`src/rtl/umi_tx_arbiter.sv`:
```
// Round-robin, message-atomic merge of NUM_INPUTS UMI request streams onto one registered tx port.
// The winner holds the grant until its eom beat transfers, so messages never interleave.
module umi_tx_arbiter #(
  parameter int NUM_INPUTS = 2,
  parameter int DW         = 256,
  parameter int AW         = 64,
  parameter int CW         = 32
) (
  input  logic                     clk,
  input  logic                     rst,
  input  logic [NUM_INPUTS*DW-1:0] in_data,
  input  logic [NUM_INPUTS*AW-1:0] in_srcaddr,
  input  logic [NUM_INPUTS*AW-1:0] in_dstaddr,
  input  logic [NUM_INPUTS*CW-1:0] in_cmd,
  input  logic [NUM_INPUTS-1:0]    in_valid,
  output logic [NUM_INPUTS-1:0]    in_ready,
  output logic [DW-1:0]            out_data,
  output logic [AW-1:0]            out_srcaddr,
  output logic [AW-1:0]            out_dstaddr,
  output logic [CW-1:0]            out_cmd,
  output logic                     out_valid,
  input  logic                     out_ready,
  output logic [NUM_INPUTS-1:0]    grant
);

  localparam int IW  = (NUM_INPUTS > 1) ? $clog2(NUM_INPUTS) : 1;
  localparam int EOM = 22;

  typedef enum logic {
    IDLE   = 1'b0,
    LOCKED = 1'b1
  } state_t;

  state_t        state_q;
  logic [IW-1:0] rr_ptr_q;
  logic [IW-1:0] rr_ptr_d;
  logic [IW-1:0] lock_idx_q;
  logic [IW-1:0] win_idx;
  logic          win_found;
  logic          win_vld;
  logic          can_load;
  logic          xfer;
  logic [IW:0]   cand;
  logic [IW:0]   nxt;

  logic [DW-1:0] sel_data;
  logic [AW-1:0] sel_srcaddr;
  logic [AW-1:0] sel_dstaddr;
  logic [CW-1:0] sel_cmd;

  logic [DW-1:0] out_data_q;
  logic [AW-1:0] out_srcaddr_q;
  logic [AW-1:0] out_dstaddr_q;
  logic [CW-1:0] out_cmd_q;
  logic          out_valid_q;

  // Winner search: LOCKED pins the owner; IDLE scans upward from rr_ptr with wrap.
  always_comb begin
    win_found = 1'b0;
    win_idx   = '0;
    cand      = '0;
    if (state_q == LOCKED) begin
      win_found = 1'b1;
      win_idx   = lock_idx_q;
    end else begin
      for (int k = 0; k < NUM_INPUTS; k++) begin
        cand = {1'b0, rr_ptr_q} + (IW+1)'(k);
        if (cand >= (IW+1)'(NUM_INPUTS)) begin
          cand = cand - (IW+1)'(NUM_INPUTS);
        end
        for (int i = 0; i < NUM_INPUTS; i++) begin
          if (!win_found && in_valid[i] && (cand[IW-1:0] == IW'(i))) begin
            win_found = 1'b1;
            win_idx   = IW'(i);
          end
        end
      end
    end
  end

  always_comb begin
    grant       = '0;
    sel_data    = '0;
    sel_srcaddr = '0;
    sel_dstaddr = '0;
    sel_cmd     = '0;
    for (int i = 0; i < NUM_INPUTS; i++) begin
      if (win_found && (win_idx == IW'(i))) begin
        grant[i]    = 1'b1;
        sel_data    = in_data[i*DW +: DW];
        sel_srcaddr = in_srcaddr[i*AW +: AW];
        sel_dstaddr = in_dstaddr[i*AW +: AW];
        sel_cmd     = in_cmd[i*CW +: CW];
      end
    end
  end

  always_comb begin
    nxt      = {1'b0, win_idx} + (IW+1)'(1);
    rr_ptr_d = nxt[IW-1:0];
    if (nxt >= (IW+1)'(NUM_INPUTS)) begin
      rr_ptr_d = '0;
    end
  end

  assign can_load = !out_valid_q || out_ready;
  assign in_ready = grant & {NUM_INPUTS{can_load}};
  assign win_vld  = |(grant & in_valid);
  assign xfer     = win_vld && can_load;

  always_ff @(posedge clk) begin
    if (rst) begin
      state_q       <= IDLE;
      rr_ptr_q      <= '0;
      lock_idx_q    <= '0;
      out_valid_q   <= 1'b0;
      out_data_q    <= '0;
      out_srcaddr_q <= '0;
      out_dstaddr_q <= '0;
      out_cmd_q     <= '0;
    end else if (xfer) begin
      out_valid_q   <= 1'b1;
      out_data_q    <= sel_data;
      out_srcaddr_q <= sel_srcaddr;
      out_dstaddr_q <= sel_dstaddr;
      out_cmd_q     <= sel_cmd;
      // Only a finished message moves the round-robin pointer.
      if (sel_cmd[EOM]) begin
        state_q  <= IDLE;
        rr_ptr_q <= rr_ptr_d;
      end else begin
        state_q    <= LOCKED;
        lock_idx_q <= win_idx;
      end
    end else if (out_ready) begin
      out_valid_q <= 1'b0;
    end
  end

  assign out_data    = out_data_q;
  assign out_srcaddr = out_srcaddr_q;
  assign out_dstaddr = out_dstaddr_q;
  assign out_cmd     = out_cmd_q;
  assign out_valid   = out_valid_q;

endmodule

```
`config.mk`:
```
export PLATFORM = sky130hd
export DESIGN_NAME = umi_tx_arbiter
export DESIGN_NICKNAME = d
export VERILOG_FILES = /design/src/rtl/umi_tx_arbiter.sv
export SDC_FILE = /design/constraint.sdc
export NUM_CORES = 1
export LEC_CHECK = 0
export BUFFER_PORTS_ARGS = -buffer_cell sky130_fd_sc_hd__buf_2
export CAP_MARGIN = 20
export CORE_AREA = 2 2 497 499
export DETAILED_ROUTE_END_ITERATION = 7
export DIE_AREA = 0 0 499 501
export PLACE_DENSITY = 0.3
export SYNTH_ARGS = -nofsm -noshare
export SYNTH_HDL_FRONTEND = slang
export SYNTH_SLANG_ARGS = --single-unit
export TNS_END_PERCENT = 1
```
`constraint.sdc`:
```
create_clock -name clk -period 1.9 [get_ports clk]
set_clock_uncertainty 0.05 [all_clocks]
set_input_delay 0.38 -clock clk [delete_from_list [all_inputs] [get_ports clk]]
set_output_delay 0.38 -clock clk [all_outputs]
set_load 0.01 [all_outputs]
```
==> results of run 1 <==
worst max-delay path by stage:
stage | from | to
after detailed placement | out_ready | out_srcaddr[11]
after global routing | state_q | in_ready[1]
after CTS | rr_ptr_q | in_ready[0]
final | state_q | in_ready[1]
after global placement | out_ready | out_srcaddr[11]
after floorplan | in_valid[0] | in_ready[0]
metrics by stage:
| stage | cells | area, µm² | utilization, % |
|---|---|---|---|
| 2_1_floorplan | 1927 | 16900 | - |
| 3_3_place_gp | 6484 | 29100 | 11.9 |
| 3_5_place_dp | 6484 | 29100 | 11.9 |
| 4_1_cts | 7227 | 38900 | 15.9 |
| 5_1_grt | 7246 | 40500 | 16.6 |
| 6_report | 7253 | 40500 | 16.6 |
registers in the layout (all words and copies together), names as in the netlist:
| register | cells |
|---|---|
| out_dstaddr | 64 |
| state_q | 1 |
| lock_idx_q | 1 |
| out_srcaddr | 64 |
| out_data | 256 |
| out_cmd | 32 |
| rr_ptr_q | 1 |
| out_valid | 1 |
placed cells by master, fill, tap and decap left out, drive strengths merged, types with 3 or more instances in the layout:
cell type and n:
nand2b 3, o21ai 4, diode 14, buf 1591
a21oi 4, clkinvlp 6, inv 4, a221oi 416
clkinv 11, bufinv 8, nor2 418, clkbuf 83
nor3 417, dlygate4sd3 620, dfxtp 420
Yosys cell counts:
| master | count |
|---|---|
| dfxtp_1 | 420 |
| nor2_1 | 418 |
| nor3_1 | 417 |
| a221oi_1 | 416 |
| buf_2 | 142 |
| clkbuf_1 | 83 |
| a21oi_1 | 4 |
| buf_4 | 4 |
| nand2b_1 | 3 |
| a211oi_1 | 2 |
| and2_1 | 2 |
| buf_1 | 2 |
| nand2_1 | 2 |
| o21ai_0 | 2 |
| a21bo_2 | 1 |
| a21boi_2 | 1 |
| a31oi_1 | 1 |
| mux2i_1 | 1 |
| nor2b_1 | 1 |
| o21ai_1 | 1 |
| o21ai_2 | 1 |
| o221a_2 | 1 |
| o221ai_2 | 1 |
| or2_0 | 1 |
logic make-up (layout without fill, tap and decap cells):
logic type,after synthesis,after routing
and+or+nand+nor,844,844
other,0,14
AOI/OAI and AO/OA,431,431
buffers and inverters,231,2323
DFF,420,420
muxes,1,1
layer usage:
layer / share of wire (%) / global-route usage (%) / wire (µm)
met1: 41 / 14.4 / 66900
met4: 3.9 / 4.36 / 6370
met2: 44 / 19.8 / 73300
met5: 0.042 / 0 / 69
met3: 11 / 6.00 / 18400
repair_timing:
action                                  CTS  global route
hold buffers                            620             0
gates cloned                              2             1
resized for setup                       213           217
hold endpoints to repair                323             0
buffers inserted                         10            12
endpoints found under the setup margin  306           420
pin swaps                                 2             5
final cells by class:
class,count,area share (%)
Clock buffer,82,4.20
Sequential cell,420,20.8
Multi-Input combinational cell,1276,24.7
Timing Repair Buffer,2212,39.4
Clock inverter,29,0.978
Tap cell,3220,9.94
Antenna cell,14,0.0864
critical path: stages (launching register included):
cell	delay [ps]
dfxtp_4	370
buf_6	120
nand2b_4	140
o21ai_4	170
buf_12	150
and2_4	140
buf_6	90
power breakdown:
| part | internal, mW | switching [mW] | total [mW] |
|---|---|---|---|
| Combinational | 6.06 | 8.00 | 14.1 |
| Sequential | 10.0 | 0.727 | 10.8 |
| Clock | 7.35 | 4.89 | 12.2 |
==> run metrics, run 1 <==
Max-slew headroom 68.7%; Layout area overhead 139%; hold path depth 4; multi-input logic area 0.0100 mm²; Reg clk slew, reported paths 60 ps; post-route DRC violation count 0; yosys warns 0; # setup viols final 362; final wirelength 165 mm; CP arrival 1870 ps; xor and xnor fraction of the mapped netlist area 0%; largest cells by area after synthesis dfxtp_1 50%, a221oi_1 22%, nor3_1 12%; setup slack after layout -402 ps; Worst Hold Class in2reg; Setup crit end kind output pin; Starting Density 6.92%; worst hold start in_dstaddr[41]; CP Class reg2out; MaxCap Viol Count 0; Die X 499 µm; pre-CTS setup slack -835 ps; register area 0.00842 mm²; setup TNS -57930 ps; routability cong. 0.855; # fillers 27714; Synth Register Bits 420; Mean Syn Cell Area 8.79 µm²; complex-gate fraction of the synthesized area 22.2%; sequential share of the synthesized area 49.6%; Antenna Violating Nets Remaining 0; R2R setup slack -350 ps; Simple-Gate Fraction of Synth Area 21.9%; vias per cell 3.39; largest family of logic cells by synthesized area compound AO/OA/AOI/OAI gates; CTS H-Tree Depth 2; Slew Limit Fails 0; total chip power 37.1 mW; DR pass1 iterations 5; VDD IR max 687 µV; Slew @ Worst Pin 469 ps; maximum clock path buffer count 3; Tot GR Track Use 12.4%; PwrDens 914 mW/mm²; Fin. Hold Viols 0; Fmax 434 MHz; WP data required 1470 ps; outcome finished with violations; NumNets Final 4807; crit path launch type flip-flop; Tcrit/Tclk final 121%; Lkg Pwr 17.4 nW; area leader, netlist dfxtp_1; largest net degree at the start of global routing 75; DIE AREA 0.250 mm²; vias in the first global route 25569; total congestion overflow 0; num rows 182; initial antenna violation count 38; WHS 52.5 ps; initial DRC count 1230; CTS tree yes; Reg-to-Reg Start state_q; mux cell area share after synthesis 0.0591%; Adder-Cell Fraction of Synth Area 0%; input/output buffers 1257; Die Ht 501 µm; routed wire length per instance 22.8 µm; R2R depth 11; Synth cell types 24; clk_lat worst skew 690 ps; Synth Cell Area 0.0169 mm²; CTS Sinks 420; first-pass GRT wire length 216 mm; ratio of cells with drive above 1 in the final layout 49.5%; vias 24613; failing checks setup timing; hold endpoint out_dstaddr[41]; Post-Synthesis Net Count 2764; share of the synthesized area in the top cell type 49.6%; fin crit period 2300 ps; hpwl dp 136 mm; RSZ-0062 raised after global routing true; crit path max fanout 4; Cells after Synth 1927; Core ar. 0.245 mm²; root buf cell clkbuf_16; total clock buffers created by CTS 60; I/O pin total 1258; R2R Path End out_data[207]
Note: power is estimated with default switching activity, not from simulation.
==> inputs of run 2 (changes only) <==
--- a/config.mk
+++ b/config.mk
@@ -11,6 +11,7 @@
 export DETAILED_ROUTE_END_ITERATION = 7
 export DIE_AREA = 0 0 499 501
 export PLACE_DENSITY = 0.3
+export SETUP_SLACK_MARGIN = 0.3
 export SYNTH_ARGS = -nofsm -noshare
 export SYNTH_HDL_FRONTEND = slang
 export SYNTH_SLANG_ARGS = --single-unit
==> run 2 against run 1 <==
Against the previous run:
- the flow still finishes with violations (setup timing)
- setup slack gained 4.6 ps
- combinational power rose by 11%
- critical path depth rose by 5
- cell count is 0.72% higher
- first-iteration DRC count up 13%
- sequential cell count stayed put
- count of clock-buffer cells in the layout is 3 lower
- routed wire length grew 4.5%
- global-route usage grew 0.46 points
- sequential share of layout area shrank 1.2 points
- register-to-register slack got worse by 50 ps
- critical endpoint is now out_data[19]
==> run metrics, run 2 (synthesized netlist as in run 1, its figures left out) <==
hold endpoint out_data[214]; I/O pin total 1258; Tcrit/Tclk final 121%; Antenna Violating Nets Remaining 0; Slew @ Worst Pin 457 ps; leading cell type in the layout, fill and taps excluded buf_2; RSZ-0062 raised after global routing true; # setup viols final 384; Core ar. 0.245 mm²; multi-input logic area 0.0110 mm²; hold path depth 3; post-route DRC violation count 0; worst hold start in_data[214]; maximum clock path buffer count 3; max reg flops 256; ratio of cells with drive above 1 in the final layout 51.4%; R2R Path End out_data[19]; vias 24928; CTS Sinks 420; register area 0.00843 mm²; vias per cell 3.41; R2R depth 11; Top Family by Delay on Critical Path buffers and inverters; PwrDens 887 mW/mm²; CP Class reg2reg; WP buf/inv 7; CTS tree yes; crit path launch type flip-flop; initial DRC count 1384; Die Ht 501 µm; input/output buffers 1257; routed wire length per instance 23.6 µm; hpwl dp 141 mm; Worst Hold Class in2reg; final wirelength 173 mm; clk_lat worst skew 670 ps; CTS H-Tree Depth 2; first-pass GRT wire length 222 mm; DIE AREA 0.250 mm²; CP max-delay cell dfxtp_2; total clock buffers created by CTS 58; NumNets Final 4846; Starting Density 6.92%; Lkg Pwr 18.0 nW; Critical Path Most Common Cell buf_4; VDD IR max 673 µV; R2R setup slack -400 ps; Fmax 435 MHz; fin crit period 2300 ps; root buf cell clkbuf_16; DR pass1 iterations 5; total congestion overflow 0; Tot GR Track Use 12.9%; setup TNS -60450 ps; setup slack after layout -398 ps; vias in the first global route 25838; commonest non-fill, non-tap cells in the layout 1087 x buf_2, 663 x dlygate4sd3_1, 418 x nor2_1, 415 x nor3_1, 412 x dfxtp_1; CP Cell Sequence nand2b_4 > buf_4 > o21ai_4 > buf_4 > buf_4 > buf_12 > buf_16 > buf_4 > buf_12 > a221oi_2 > nor3_1; Reg-to-Reg Start lock_idx_q; Reg clk slew, reported paths 60 ps; Layout area overhead 154%; routability cong. 0.859; # fillers 27475; Die X 499 µm; placed insts 6471; outcome finished with violations; max incr delay on CP 350 ps; Levels on crit path 11; largest net degree at the start of global routing 47; failing checks setup timing; final non-filler cell total 7305; MaxCap Viol Count 0; Slew Limit Fails 0; crit path max fanout 16; num rows 182; initial antenna violation count 70; CP arrival 2810 ps; Setup crit end kind flip-flop; WP data required 2410 ps; Fin. Hold Viols 0; Max-slew headroom 69.5%
run 2: worst max path at each step:
stage                startpoint  slack (ps)       endpoint
detailed placement  in_valid[0]        -630  out_data[142]
global route            state_q        -510    in_ready[1]
CTS                     state_q        -480    in_ready[1]
finish               lock_idx_q        -400   out_data[19]
floorplan               state_q         290    out_data[0]
global placement    in_valid[0]        -640  out_data[142]
run 2: routing by layer:
| layer | routed length [µm] | part of all wire, % | track usage, % |
|---|---|---|---|
| met1 | 73000 | 42 | 15.8 |
| met2 | 73000 | 42 | 19.7 |
| met3 | 19900 | 12 | 6.33 |
| met4 | 6390 | 3.7 | 3.99 |
| met5 | 186 | 0.11 | 0 |
run 2: timing repair:
| item | CTS | global route |
|---|---|---|
| endpoints found under the hold margin | 341 | 0 |
| endpoints found under the setup margin | 839 | 840 |
| hold buffers | 663 | 0 |
| resized for setup | 529 | 452 |
| gates cloned | 3 | 8 |
| pin swaps | 21 | 52 |
| setup buffers | 18 | 6 |
run 2: layout make-up:
class	instances	share of cell area, %
Timing Repair Buffer	2253	40.6
Clock buffer	79	3.88
Sequential cell	420	19.6
Multi-Input combinational cell	1276	25.6
Antenna cell	29	0.168
Clock inverter	28	0.819
Tap cell	3220	9.35
run 2: where the power goes:
part | internal, mW | switching (mW) | total [mW]
Clock | 6.96 | 4.86 | 11.8
Combinational | 7.02 | 8.54 | 15.6
Sequential | 10.0 | 0.806 | 10.8
Total | 24.0 | 14.2 | 38.2
run 2: metrics by stage:
stage	power [mW]	setup WS (ps)	utilization, %	cell area (µm²)	hold slack (ps)
2_1_floorplan	15.2	291	-	17000	426
3_3_place_gp	22.1	-640	11.8	29000	426
3_5_place_dp	22.1	-635	11.8	29000	433
4_1_cts	37.5	-477	16.7	40900	0.186
5_1_grt	40.3	-506	17.6	43000	13.4
6_report	38.2	-398	17.6	43100	36.4
run 2: worst reg2reg max path, stage by stage (launching register included):
cell and delay [ps]:
dfxtp_2 350, nand2b_4 140, buf_4 130, o21ai_4 70
buf_4 130, buf_4 130, buf_12 150, buf_16 340
buf_4 170, buf_12 150, a221oi_2 300, nor3_1 70
==> inputs of run 3 (changes only) <==
--- a/config.mk
+++ b/config.mk
@@ -10,7 +10,7 @@
 export CORE_AREA = 2 2 497 499
 export DETAILED_ROUTE_END_ITERATION = 7
 export DIE_AREA = 0 0 499 501
-export PLACE_DENSITY = 0.3
+export PLACE_DENSITY = 0.31
 export SETUP_SLACK_MARGIN = 0.3
 export SYNTH_ARGS = -nofsm -noshare
 export SYNTH_HDL_FRONTEND = slang
==> run 3 against run 2 <==
Against the previous run:
- the flow still finishes with violations (setup timing)
- sequential cell count is the same
- critical path depth shrank 5
- setup slack lost 4.5 ps
- fmax shrank 0.20%
- non-clock buffer count shrank 5
- clock power is essentially flat
- first-iteration DRC count grew 2.7%
- design area shrank 1.5%
==> run metrics, run 3 (synthesized netlist as in run 1, its figures left out) <==
R2R depth 11; Lkg Pwr 17.8 nW; routability cong. 0.911; hpwl dp 143 mm; total clock buffers created by CTS 58; input/output buffers 1257; Slew Limit Fails 0; DIE AREA 0.250 mm²; failing checks setup timing; setup TNS -45190 ps; worst hold start in_data[8]; initial DRC count 1422; MaxCap Viol Count 0; routed wire length per instance 24.1 µm; Die X 499 µm; hold endpoint out_data[8]; largest net degree at the start of global routing 49; DR pass1 iterations 5; maximum clock path buffer count 3; Clk pwr share 30.8%; root buf cell clkbuf_16; CP Class reg2out; Fin. Hold Viols 0; num rows 182; Pint 23.8 mW; VDD IR max 671 µV; Starting Density 6.92%; commonest non-fill, non-tap cells in the layout 1006 x buf_2, 687 x dlygate4sd3_1, 418 x nor2_1, 388 x nor3_1, 383 x dfxtp_1; initial antenna violation count 85; total chip power 37.4 mW; I/O pin total 1258; Die Ht 501 µm; crit path launch type flip-flop; clk_lat worst skew 670 ps; Tot GR Track Use 13.1%; Reg-to-Reg Start state_q; utilization after layout 17.3%; ratio of cells with drive above 1 in the final layout 48.1%; R2R Path End out_dstaddr[55]; sw frac 36.4%; pre-CTS setup slack -606 ps; total congestion overflow 0; vias 25089; max reg flops 256; CTS Sinks 420; Core ar. 0.245 mm²; RSZ-0062 raised after global routing true; Antenna Violating Nets Remaining 0; # setup viols final 354; Slew @ Worst Pin 471 ps; NumNets Final 4841; vias in the first global route 25614; power share of the sequential group 29.2%; R2R setup slack -340 ps; fin crit period 2300 ps; outcome finished with violations; final wirelength 176 mm; leading cell type in the layout, fill and taps excluded buf_2; WP data required 1470 ps; CTS tree yes; Reg clk slew, reported paths 60 ps; Worst Hold Class in2reg; Fmax 434 MHz; crit path max fanout 3; vias per cell 3.44; Max-slew headroom 68.6%; post-route DRC violation count 0; combinational fraction of design power 40.0%; first-pass GRT wire length 224 mm; Tcrit/Tclk final 121%; Critical Path Start state_q; hold path depth 4; CP arrival 1870 ps; setup slack after layout -402 ps; PwrDens 881 mW/mm²; Setup crit end kind output pin; CTS H-Tree Depth 2; Layout area overhead 150%; switching power 13.6 mW; WHS 59.0 ps
run 3: power groups by stage:
stage | logic, mW | registers [mW] | clock network, mW
2_1_floorplan | 3.80 | 11.4 | 0
3_3_place_gp | 11.1 | 10.9 | 0
3_5_place_dp | 11.0 | 10.9 | 0
4_1_cts | 13.8 | 10.9 | 12.0
5_1_grt | 16.1 | 11.1 | 12.3
6_report | 15.0 | 10.9 | 11.5
run 3: worst max-delay path by stage:
stage                                to  slack [ps]  cells after the start
after CTS                   in_ready[1]        -530                      6
after detailed placement  out_data[217]        -610                      8
after global routing        in_ready[1]        -520                      6
after global placement    out_data[217]        -610                      8
final                       in_ready[1]        -400                      6
after floorplan             out_data[0]         290                      7
run 3: per-stage QoR:
stage               cells  cell area (µm²)
global route         7288            42400
floorplan            1927            17000
global placement     6428            28800
detailed placement   6428            28800
CTS                  7241            40000
finish               7301            42400
run 3: critical path, stage by stage, from the launching register on:
cell	delay, ps
dfxtp_4	340
buf_6	120
nand2b_4	140
o21ai_4	190
buf_12	150
and2_4	140
buf_8	120
run 3: routing by layer:
metal	wire length, µm	global-route usage [%]
met1	70800	15.5
met2	74800	19.9
met3	22600	6.81
met4	7160	5.11
met5	162	0
run 3: layout make-up:
class / instances / area (µm²)
antenna: 31 / 77.6
clock buffer: 81 / 1650
clock inverter: 25 / 283
fill: 27373 / 202000
multi-input combinational: 1276 / 9550
sequential: 420 / 8460
tap: 3220 / 4030
timing repair buffer: 2248 / 18400
run 3: what timing repair did:
item,4_1_cts,5_1_grt
setup endpoints to repair,840,840
cloned,3,12
pin swaps,10,18
hold buffers,687,0
resized for setup,534,422
endpoints found under the hold margin,353,0
setup buffers,17,17
